### config.mk
export PLATFORM = sky130hd
export DESIGN_NAME = seven_seg_scanner
export DESIGN_NICKNAME = d
export VERILOG_FILES = /design/src/rtl/seven_seg_scanner.sv
export SDC_FILE = /design/constraint.sdc
export NUM_CORES = 1
export LEC_CHECK = 0
export ABC_AREA = 1
export CAP_MARGIN = 10
export CORE_ASPECT_RATIO = 1.5
export CORE_MARGIN = 10
export CORE_UTILIZATION = 50
export DETAILED_ROUTE_END_ITERATION = 10
export GPL_TIMING_DRIVEN = 1
export PLACE_DENSITY = 0.75
export SYNTH_ARGS = -nofsm -noshare
export SYNTH_HDL_FRONTEND = slang
export SYNTH_SLANG_ARGS = --single-unit
### constraint.sdc
create_clock -name CP -period 2.7 [get_ports CP]
set_clock_uncertainty 0.2 [all_clocks]
set_input_delay 0.54 -clock CP [delete_from_list [all_inputs] [get_ports CP]]
set_output_delay 0.54 -clock CP [all_outputs]
set_load 0.02 [all_outputs]
### src/rtl/seven_seg_scanner.sv
// rtl/seven_seg_scanner.sv - multiplexed common-anode seven-segment display scanner
//
// Scans DIGITS digits one at a time at SCAN_HZ. Inputs are captured into
// shadow registers once per frame (on the final digit's tick) so a frame is
// always rendered from one consistent snapshot.
//
// Ports:
//   CP          system clock, rising edge
//   nCR         asynchronous active-low reset
//   DATA        packed hex nibbles, digit i = DATA[4i+3:4i], digit 0 rightmost
//   DP          per-digit decimal point request (1 = lit)
//   EN          per-digit enable (0 = dark)
//   BLINK       per-digit blink enable
//   LZ_EN       suppress leading zeros
//   an          anode selects, active-low
//   segs        segments gfedcba, active-low
//   dot         decimal point, active-low
//   frame_done  one-cycle pulse after the last digit of each frame
module seven_seg_scanner #(
  parameter int DIGITS       = 8,
  parameter int CLK_HZ       = 100_000_000,
  parameter int SCAN_HZ      = 1000,
  parameter int BLINK_FRAMES = 128
) (
  input  logic                  CP,
  input  logic                  nCR,
  input  logic [4*DIGITS-1:0]   DATA,
  input  logic [DIGITS-1:0]     DP,
  input  logic [DIGITS-1:0]     EN,
  input  logic [DIGITS-1:0]     BLINK,
  input  logic                  LZ_EN,
  output logic [DIGITS-1:0]     an,
  output logic [6:0]            segs,
  output logic                  dot,
  output logic                  frame_done
);

  localparam int DIV = CLK_HZ / SCAN_HZ;
  localparam int PW  = $clog2(DIV);
  localparam int IW  = (DIGITS > 1) ? $clog2(DIGITS) : 1;
  localparam int BW  = (BLINK_FRAMES > 1) ? $clog2(BLINK_FRAMES) : 1;

  localparam logic [PW-1:0] PRE_LAST = PW'(DIV - 1);
  localparam logic [IW-1:0] IDX_LAST = IW'(DIGITS - 1);
  localparam logic [BW-1:0] BLK_LAST = BW'(BLINK_FRAMES - 1);

  logic [PW-1:0]       presc;
  logic [IW-1:0]       idx;
  logic [BW-1:0]       frame_cnt;
  logic                phase;

  logic [4*DIGITS-1:0] sh_data;
  logic [DIGITS-1:0]   sh_dp;
  logic [DIGITS-1:0]   sh_en;
  logic [DIGITS-1:0]   sh_blink;
  logic                sh_lz;

  logic                tick;
  logic                frame_end;
  logic [3:0]          nib;
  logic [DIGITS-1:0]   supp;
  logic                all_zero;
  logic                visible;
  logic [DIGITS-1:0]   an_next;

  function automatic logic [6:0] hex7(input logic [3:0] n);
    logic [6:0] s;
    case (n)
      4'h0: s = 7'b1000000;
      4'h1: s = 7'b1111001;
      4'h2: s = 7'b0100100;
      4'h3: s = 7'b0110000;
      4'h4: s = 7'b0011001;
      4'h5: s = 7'b0010010;
      4'h6: s = 7'b0000010;
      4'h7: s = 7'b1111000;
      4'h8: s = 7'b0000000;
      4'h9: s = 7'b0010000;
      4'hA: s = 7'b0001000;
      4'hB: s = 7'b0000011;
      4'hC: s = 7'b1000110;
      4'hD: s = 7'b0100001;
      4'hE: s = 7'b0000110;
      default: s = 7'b0001110;
    endcase
    return s;
  endfunction

  assign tick      = (presc == PRE_LAST);
  assign frame_end = tick && (idx == IDX_LAST);

  always_comb begin
    nib = 4'h0;
    for (int i = 0; i < DIGITS; i++) begin
      if (idx == IW'(i)) nib = sh_data[4*i +: 4];
    end
  end

  // Walk from the most significant digit down; a digit is suppressed while
  // every nibble from the top down to it is zero. Digit 0 always shows.
  always_comb begin
    all_zero = 1'b1;
    supp     = '0;
    for (int i = DIGITS - 1; i >= 0; i--) begin
      all_zero = all_zero & (sh_data[4*i +: 4] == 4'h0);
      if (i != 0) supp[i] = sh_lz & all_zero;
    end
  end

  always_comb begin
    visible = sh_en[idx] & ~(phase & sh_blink[idx]) & ~supp[idx];
    an_next = '1;
    if (visible) an_next[idx] = 1'b0;
  end

  always_ff @(posedge CP or negedge nCR) begin
    if (!nCR) begin
      presc      <= '0;
      idx        <= '0;
      frame_cnt  <= '0;
      phase      <= 1'b0;
      sh_data    <= '0;
      sh_dp      <= '0;
      sh_en      <= '0;
      sh_blink   <= '0;
      sh_lz      <= 1'b0;
      an         <= '1;
      segs       <= 7'b1111111;
      dot        <= 1'b1;
      frame_done <= 1'b0;
    end else begin
      frame_done <= frame_end;
      presc      <= tick ? '0 : presc + 1'b1;

      if (tick) begin
        idx  <= (idx == IDX_LAST) ? '0 : idx + 1'b1;
        an   <= an_next;
        segs <= hex7(nib);
        dot  <= visible ? ~sh_dp[idx] : 1'b1;
      end

      // Shadows update in the same edge that renders the last digit, so that
      // digit still uses the previous snapshot.
      if (frame_end) begin
        sh_data  <= DATA;
        sh_dp    <= DP;
        sh_en    <= EN;
        sh_blink <= BLINK;
        sh_lz    <= LZ_EN;
        if (frame_cnt == BLK_LAST) begin
          frame_cnt <= '0;
          phase     <= ~phase;
        end else begin
          frame_cnt <= frame_cnt + 1'b1;
        end
      end
    end
  end

endmodule

==> flow_metrics.env <==
export IMPL_drive_gt1_share_pct=12.8
export IMPL_syn_to_final_growth_pct=24.5
export IMPL_power_per_cell_area_mw_per_mm2=462
export IMPL_worst_slew_pin_slew_ns=0.737
export IMPL_rows=45
export IMPL_grt_max_degree=103
export IMPL_ys_seq_area_share_pct=48.8
export IMPL_root_buffer="clkbuf_16"
export IMPL_hpwl_um=9500
export IMPL_grt_total_usage_pct=17.1
export IMPL_final_nets=830
export IMPL_yosysWarnings=0
export IMPL_fin_util_pct=64.3
export IMPL_cts_buffers=9
export IMPL_clockBufferDepth=2
export IMPL_die_w_um=104
export IMPL_antenna_found_initial=0
export IMPL_cp_data_required_time_ns=2.78
export IMPL_drc_errors=0
export IMPL_register_area_mm2=0.00258
export IMPL_grt_pass1_vias=4732
export IMPL_startpoint_type="flop"
export IMPL_wl_um=12900
export IMPL_finalSetupViolCount=0
export IMPL_die_h_um=146
export IMPL_core_area_mm2=0.0102
export IMPL_cp_cell_sequence="inv_4, ha_2, nand2_2, or2_0, nand3_1, nand2_1, nand2_1, nand2_1, nand2_1, nand2_2, inv_2, ha_2, inv_1, a21oi_1, nand2_1, nand2_1, nor2_1, a21oi_1"
export IMPL_multi_input_area_mm2=0.00234
export IMPL_timing_final_crit_share_pct=92.1
export IMPL_syn_inst=678
export IMPL_endpoint_kind="flop"
export IMPL_wl_per_cell_um=14.3
export IMPL_period_minus_slack_ns=2.49
export IMPL_rsz0062_at_grt="no"
export IMPL_maxSlewHeadroom_pct=50.8
export IMPL_status="finished clean"
export IMPL_dr_pass1_iters=4
export IMPL_cts_hold_buffers=0
export IMPL_htree_num_levels=3
export IMPL_fillCellCount=873
export IMPL_maxCapViolations=0
export IMPL_ys_ff_latch=102
export IMPL_die_area_mm2=0.0151
export IMPL_tritoncts="done"
export IMPL_min_path_type="in2async"
export IMPL_finalSetupTns_ns=0
export IMPL_place_congestion=0.919
export IMPL_cts_sinks=102
export IMPL_overflow=0
export IMPL_clkTransAtPathRegs_ns=0.07
export IMPL_hold_violations=0
export IMPL_leakage_nw=3.03
export IMPL_first_iter_violations=224
export IMPL_yosysUniqueCellTypes=40
export IMPL_cpMaxStageDelayCell="dfrtp_2"
export IMPL_syn_area_mm2=0.00527
export IMPL_n_antenna_cell=0
export IMPL_vdd_ir_drop_max_v=0.000345
export IMPL_fmax_ghz=0.402
export IMPL_io_pin_count=76
export IMPL_clkLatencyLatePin_ns=0.35
export IMPL_critPathMaxStageDelay_ns=0.45
export IMPL_cp_common_cell="nand2_1"
export IMPL_critPathMaxFanout=7
export IMPL_initial_core_util_pct=51.7
export IMPL_postSynthAreaPerCell_um2=7.77
export IMPL_syn_num_nets=749
export IMPL_via_count=4627
export IMPL_critical_path_class="reg2reg"
export IMPL_viasPerCell=5.11
export IMPL_critPathArrivalTime_ns=2.57
export IMPL_ant_nets=0
export IMPL_slew_viol_final=0
export IMPL_portBuffers=75
export IMPL_grt_pass1_wl_um=21700
-- critical path: cells and delay by family (launching register included) --
family | cells | cell delay, ns
flops | 1 | 0.45
simple gates | 11 | 0.93
buf+inv | 3 | 0.23
fa+ha+maj | 2 | 0.39
compound gates | 2 | 0.23
-- sequential cells by signal (all words and copies together) (netlist names), 3 cells and up --
register / cells
idx: 3
segs: 7
sh_dp: 8
an: 8
sh_blink: 8
frame_cnt: 7
presc: 17
sh_en: 8
sh_data: 32
-- cell type report --
type | count | share of cell area (%)
sequential | 102 | 39.3
multi-input combinational | 480 | 35.6
timing repair buffer | 86 | 13.1
inverter | 80 | 4.66
clock buffer | 9 | 3.43
tap | 141 | 2.69
clock inverter | 7 | 1.24
-- where the power goes --
part           leakage, nW  switching [mW]  internal [mW]
Sequential            1.10         0.00385           1.54
Combinational         1.79          0.0699         0.0883
Clock                0.140           0.598          0.730
Total                 3.03           0.672           2.36
-- layout by cell type, fill, tap and decap left out, types with 2 or more instances in the layout --
| cell type | count |
|---|---|
| nand2_1 | 221 |
| dfrtp_1 | 83 |
| nor2_1 | 77 |
| clkdlybuf4s50_1 | 74 |
| inv_1 | 63 |
| a21oi_1 | 38 |
| nand3_1 | 35 |
| o21ai_0 | 18 |
| dfstp_2 | 16 |
| inv_2 | 12 |
| nand2_2 | 11 |
| buf_4 | 10 |
| nand4_1 | 9 |
| clkbuf_16 | 9 |
| nor4_1 | 8 |
| ha_1 | 8 |
| o22ai_1 | 7 |
| nor2_4 | 4 |
| nand2_4 | 4 |
| nor3_1 | 4 |
| clkinv_1 | 3 |
| nor4_2 | 3 |
| nand3_2 | 3 |
| nor2_2 | 3 |
| xor2_1 | 3 |
| ha_2 | 3 |
| clkinvlp_4 | 3 |
| dfrtp_2 | 3 |
| inv_4 | 2 |
| or2_0 | 2 |
| nor3_2 | 2 |
| o211ai_1 | 2 |
| a31oi_1 | 2 |
| o21ai_1 | 2 |
| buf_12 | 2 |
-- path summary, 6_finish.rpt --
path,slack (ns),from,endpoint,depth (start not counted)
setup reg to reg,0.21,idx[0]$_DFFE_PN0N_,segs[0]$_DFFE_PN1N_,18
max in group asynchronous,1.83,nCR,idx[1]$_DFFE_PN0N_,2
hold / removal,0.05,nCR,sh_data[21]$_DFFE_PN0P_,2
hold reg to reg,0.27,segs[2]$_DFFE_PN1N_,segs[2]$_DFFE_PN1N_,2
setup / recovery,0.21,idx[0]$_DFFE_PN0N_,segs[0]$_DFFE_PN1N_,18
min in group CP,0.27,segs[2]$_DFFE_PN1N_,segs[2]$_DFFE_PN1N_,2
-- kinds of logic (layout without fill, tap and decap cells) --
logic type / Yosys count / count (layout) / share of synthesized area [%]
adders and majority gates: 12 / 12 / 2.85
buffers and inverters: 96 / 182 / 7.34
AOI/OAI and AO/OA: 74 / 74 / 7.67
DFF: 102 / 102 / 48.8
xor gates and xnor gates: 4 / 4 / 0.665
and+or+nand+nor: 390 / 390 / 32.6
-- Yosys cell counts --
cell / instances / area (µm²)
buf_6: 1 / 11.3
o211ai_1: 2 / 15.0
nor2_2: 3 / 18.8
xor2_1: 3 / 26.3
a41oi_1: 1 / 8.76
nor2_4: 4 / 45.0
nand3b_1: 1 / 7.51
dfstp_2: 16 / 420
and3_1: 1 / 6.26
inv_2: 13 / 48.8
nor4_2: 3 / 37.5
clkinv_1: 3 / 11.3
o2111ai_1: 1 / 8.76
nand4_1: 9 / 56.3
nand2_1: 223 / 837
a22oi_1: 1 / 7.51
a31oi_1: 2 / 12.5
nand2_4: 4 / 45.0
o21ai_0: 18 / 90.1
dfrtp_1: 86 / 2150
nor2_1: 77 / 289
or2_0: 2 / 12.5
nand3_1: 35 / 175
inv_1: 64 / 240
nand2_2: 9 / 56.3
a21oi_1: 39 / 195
xnor2_1: 1 / 8.76
or2_2: 1 / 6.26
ha_1: 12 / 150
or2_1: 1 / 6.26
buf_2: 12 / 60.1
nor3_2: 2 / 20.0
o22ai_1: 7 / 43.8
nor3_1: 4 / 20.0
o31ai_2: 1 / 12.5
nor4_1: 8 / 50.1
clkbuf_1: 2 / 7.51
o21ai_1: 2 / 10.0
buf_4: 1 / 7.51
nand3_2: 3 / 30.0
-- metrics by stage --
| step | area, µm² | setup slack, ns | hold slack, ns | power (mW) | instances |
|---|---|---|---|---|---|
| after floorplan | 5270 | 0.243 | 0.0444 | 1.61 | 678 |
| after global placement | 6190 | 0.190 | 0.248 | 1.73 | 886 |
| after detailed placement | 6190 | 0.0498 | 0.257 | 1.73 | 886 |
| after CTS | 6500 | 0.0483 | 0.0747 | 3.06 | 902 |
| after global routing | 6560 | 0.00685 | 0.0796 | 3.14 | 905 |
| final | 6560 | 0.214 | 0.0475 | 3.03 | 905 |
-- routing by layer --
layer / routed length, µm / share of wire, % / global-route usage (%) / up-vias
li1: - / - / - / 2316
met1: 5200 / 40 / 19.1 / 2183
met2: 6950 / 54 / 30.9 / 103
met3: 503 / 3.9 / 2.97 / 25
met4: 265 / 2.1 / 6.91 / 0
met5: 0 / 0 / 0 / -
-- timing repair --
action,in CTS,in global routing
endpoints found under the hold margin,0,0
setup buffers,0,3
gates resized for setup,0,14
endpoints found under the setup margin,0,7
(Power assumes the default switching activity.)
